### src/rtl/example_decimator.sv
`default_nettype none
// ============================================================================
// Module      : example_decimator
// Description : Averaging decimator. Accumulates 2^L strobed signed samples
//               and emits their mean with a one-cycle ce_out strobe. L is
//               requested on log2_rate, clamped to ML, and latched at the
//               first sample of every block so mid-block changes are ignored.
// Ports       : clk       - system clock, rising edge
//               rst_n     - asynchronous active-low reset
//               ce_in     - input sample strobe
//               sig_in    - signed input sample (DW bits)
//               log2_rate - requested log2 decimation ratio
//               clr       - synchronous block restart (wins over ce_in)
//               ce_out    - one-cycle output strobe
//               sig_out   - signed mean, held between strobes
// Options     : ROUND_EN - when defined, the mean is rounded half-up;
//                          otherwise it is truncated toward -inf.
// Revision    : 1.0 - initial release
// ============================================================================
module example_decimator #(
    parameter int DW = 16,
    parameter int ML = 8
) (
    input  logic          clk,
    input  logic          rst_n,
    input  logic          ce_in,
    input  logic [DW-1:0] sig_in,
    input  logic [3:0]    log2_rate,
    input  logic          clr,
    output logic          ce_out,
    output logic [DW-1:0] sig_out
);

    localparam int          c_aw  = DW + ML;
    localparam logic [3:0]  c_ml4 = 4'(ML);

    logic signed [c_aw-1:0] r_acc;
    logic        [ML-1:0]   r_cnt;
    logic        [3:0]      r_lat_l;
    logic                   r_ce_out;
    logic        [DW-1:0]   r_sig_out;

    logic        [3:0]      w_clamp;
    logic        [3:0]      w_l_eff;
    logic        [ML:0]     w_mask;
    logic                   w_last;
    logic signed [c_aw-1:0] w_sext;
    logic signed [c_aw-1:0] w_sum;
    logic signed [c_aw-1:0] w_pre;
    logic        [DW-1:0]   w_mean;

    // The ratio seen by the first sample of a block is the freshly clamped
    // request; every later sample uses the value latched by that first one.
    assign w_clamp = (log2_rate > c_ml4) ? c_ml4 : log2_rate;
    assign w_l_eff = (r_cnt == '0) ? w_clamp : r_lat_l;

    // Last sample of the block when cnt reaches 2^L - 1. One extra bit keeps
    // 2^ML representable for the largest ratio.
    assign w_mask  = ((ML+1)'(1) << w_l_eff) - (ML+1)'(1);
    assign w_last  = ({1'b0, r_cnt} == w_mask);

    assign w_sext  = {{ML{sig_in[DW-1]}}, sig_in};
    assign w_sum   = r_acc + w_sext;

`ifdef ROUND_EN
    // Half-up rounding: add half an LSB of the result before the shift.
    // L = 0 adds nothing so pass-through is exact.
    logic signed [c_aw-1:0] w_rnd;
    assign w_rnd   = (w_l_eff == 4'd0) ? '0 : (c_aw'(1) << (w_l_eff - 4'd1));
    assign w_pre   = w_sum + w_rnd;
`else
    assign w_pre   = w_sum;
`endif

    // Arithmetic shift gives the floor of the (possibly biased) mean; the
    // result always fits DW bits, so the upper bits are simply dropped.
    assign w_mean  = DW'(w_pre >>> w_l_eff);

    always_ff @(posedge clk or negedge rst_n) begin
        if (!rst_n) begin
            r_acc     <= '0;
            r_cnt     <= '0;
            r_lat_l   <= '0;
            r_ce_out  <= 1'b0;
            r_sig_out <= '0;
        end else begin
            r_ce_out <= 1'b0;
            if (clr) begin
                r_acc <= '0;
                r_cnt <= '0;
            end else if (ce_in) begin
                if (r_cnt == '0) begin
                    r_lat_l <= w_clamp;
                end
                if (w_last) begin
                    r_sig_out <= w_mean;
                    r_ce_out  <= 1'b1;
                    r_acc     <= '0;
                    r_cnt     <= '0;
                end else begin
                    r_acc <= w_sum;
                    r_cnt <= r_cnt + 1'b1;
                end
            end
        end
    end

    assign ce_out  = r_ce_out;
    assign sig_out = r_sig_out;

endmodule
`default_nettype wire

### config.mk
export PLATFORM = sky130hd
export DESIGN_NAME = example_decimator
export DESIGN_NICKNAME = d
export VERILOG_FILES = /design/src/rtl/example_decimator.sv
export SDC_FILE = /design/constraint.sdc
export NUM_CORES = 1
export LEC_CHECK = 0
export ABC_CLOCK_PERIOD_IN_PS = 6500
export BUFFER_PORTS_ARGS = -buffer_cell sky130_fd_sc_hd__buf_2
export CORE_ASPECT_RATIO = 1.25
export CORE_MARGIN = 2
export CORE_UTILIZATION = 50
export CTS_CLUSTER_SIZE = 40
export DETAILED_ROUTE_END_ITERATION = 7
export GPL_ROUTABILITY_DRIVEN = 0
export GPL_TIMING_DRIVEN = 1
export PLACE_DENSITY = 0.72
export SYNTH_ARGS = -nofsm -noshare
export SYNTH_HDL_FRONTEND = slang
export SYNTH_SLANG_ARGS = --single-unit
### constraint.sdc
create_clock -name clk -period 6.5 [get_ports clk]
set_input_delay 0.975 -clock clk [delete_from_list [all_inputs] [get_ports clk]]
set_output_delay 0.975 -clock clk [all_outputs]
set_load 0.02 [all_outputs]
==> run metrics <==
die area roughly 11000 sq um; total stage count of the critical path 18; CORE AREA between 10000 and 15000 sq um; Hold/Removal Path Class register to register; Final ANT Viol Nets 0; syn avg cell area 7.78 sq um; DR vias around 5.5k; period utilisation layout 0.887; Post-CTS Setup Inserts 0; Clock Skews about 11 ps; port buffer count 40; die width approximately 95 um; origin of the critical flop-to-flop path r_cnt[0]; synthesized area a little over 5000 sq um; drt drc 0; number of diodes 0; H-tree levels 2; Num CTS Buffers 5; Starting Density 0.511; Unique masters post-synth 80; Peak Freq about 0.17 GHz; HPWL after DPL 11400 um; clock root cell clkbuf_16; Crit path arrival time 5940 ps; Vias per Instance 6.87; startpoint types register; RSZ-0062 raised after global routing no; Power per Cell Area roughly 260 nW/um^2; hold wc startpoint r_acc[21]; crit path time final about 5800 ps; initial DRC count between 400 and 500; vias in the first global route ~5.2k; total power about 1500 uW; Synth Register Bits 53; Setup crit end kind register; EDFF count, synth 0; Crit Path Class register to register; met1 Use GR 0.371; Peak VDD IR 0.000127 V; clock slew at reported path FFs roughly 80 ps; Fin Setup TNS 0 ps; CP bufs+invs 2; Post-Syn Instances 664; Final setup viols 0; Final #Nets between 700 and 800; commonest non-fill, non-tap cells in the layout 97 x nand2_1, 53 x dfrtp_1, 52 x a21oi_1; TritonCTS clock tree yes; final wirelength 15300 um; most common cell after layout, fill and taps aside nand2_1; Worst Path Max Fanout 26; GR Overflow Total 0; Data required, critical path around 6700 ps; sequential share of the synthesized area 0.257; clock insertion delay at the later pin of the skew report approximately 300 ps; clock sinks between 50 and 60; Max Slew Vio Count 0; worst hold path depth 2; Most Crowded Layer GR met2; Slew HR 0.200; endpoints failing hold 0; Leak around 0.0024 uW; largest net degree at the start of global routing 54; Max-Cap Viols 0; prevailing post-synth register cell dfrtp_1; CP peak stage delay ~600 ps; crit path from r_cnt[0]; first-pass GRT wire length between 20000 and 30000 um; Synthesized Nets 715; drt pass-1 iters 5; # rows just over 40; initial antenna violation count 0; reg2reg path depth 18; layout cell share with drive strength beyond 1 0.125; total track usage 0.278; met2 usage 0.452; crit-path cells inv_1 -> ha_1 -> or3b_2 -> o21ai_0 -> nand2_1 -> nor2_1 -> nand2_1 -> ha_1 -> or3_1 -> a21oi_1 -> o22ai_1 -> xnor2_1 -> nor4_2 -> nand2b_1 -> inv_2 -> o21ai_1 -> a2111oi_2 -> a2bb2oi_1; ys async rst share 1.00; Slew @ Worst Pin roughly 1200 ps; num ports 41; top cell family by delay on the critical path simple AND/OR/NAND/NOR gates; die height around 120 um; Synth-to-Final Area Change 6.90%; cts hold-fix bufs 0; status finished clean; Synthesis Warnings 0; Clock Path Buffers 2; GR Layer Usage met3 0.0371; Resized cells post-CTS 0; highest-delay cell along the critical path or3b_2; Routed WL per cell between 15 and 20 um
state kept, by name, summed over array words and instances, names as in the netlist:
signal,count
ce_out,1
r_acc,24
r_cnt,8
r_lat_l,4
sig_out,16
tightest hold or removal path, stage by stage, from the launching register on:
cell and delay, ps:
dfrtp_1 350, nand2_1 50, o21ai_1 60
Yosys cell counts, types with 11 or more instances:
| master | number | area, sq um |
|---|---|---|
| a21oi_1 | 52 | 260 |
| and2_1 | 11 | 68.8 |
| o21ai_0 | 49 | 245 |
| a22o_1 | 16 | 140 |
| o211ai_1 | 13 | 97.6 |
| mux2i_1 | 12 | 120 |
| nand2_1 | 97 | 364 |
| o21ai_1 | 11 | 55.1 |
| nand3_1 | 19 | 95.1 |
| nor2_1 | 47 | 176 |
| ha_1 | 26 | 325 |
| xnor2_1 | 12 | 105 |
| dfrtp_1 | 53 | 1330 |
| clkbuf_1 | 35 | 131 |
cell families after synthesis:
group / share of synthesized area
AOI/OAI and AO/OA: 0.338
xor gates and xnor gates: 0.0373
adders and majority gates: 0.0668
buffers and inverters: 0.0462
DFF: 0.257
muxes: 0.0428
and+or+nand+nor: 0.212
metrics by stage:
| step | utilization | instance area [sq um] | cells | hold WS, ps | setup slack (ps) |
|---|---|---|---|---|---|
| 2_1_floorplan | - | 5170 | 664 | 454 | 1940 |
| 3_3_place_gp | 0.532 | 5370 | 791 | 475 | 1120 |
| 3_5_place_dp | 0.532 | 5370 | 791 | 485 | 880 |
| 4_1_cts | 0.547 | 5530 | 799 | 507 | 851 |
| 5_1_grt | 0.547 | 5530 | 799 | 516 | 279 |
| 6_report | 0.547 | 5530 | 799 | 500 | 737 |
layer usage:
layer  up-vias  wire length (um)  share of wire
met5         -                 0              0
met4         0               553          0.036
met3        60              1130          0.074
met2       319              7200           0.47
met1      2596              6420           0.42
li1       2512                 -              -
where the power goes:
part | switching [uW] | internal, uW
clock network | 130 | 154
logic | 500 | 284
registers | 32.0 | 364
layout make-up:
class | count | area [sq um]
Fill cell | 937 | 4580
Sequential cell | 53 | 1330
Inverter | 11 | 41.3
Timing Repair Buffer | 45 | 238
Multi-Input combinational cell | 553 | 3610
Tap cell | 129 | 161
Clock buffer | 6 | 139
Clock inverter | 2 | 13.8
path summary, 6_finish.rpt:
path	endpoint	slack, ps
setup / recovery	sig_out[14]	740
hold / removal	r_acc[21]	500
setup reg to reg	sig_out[14]	740
hold reg to reg	r_acc[21]	500
max in group asynchronous	r_acc[9]	5220
min in group asynchronous	r_cnt[1]	820
Power figures use the tool's default switching activity.
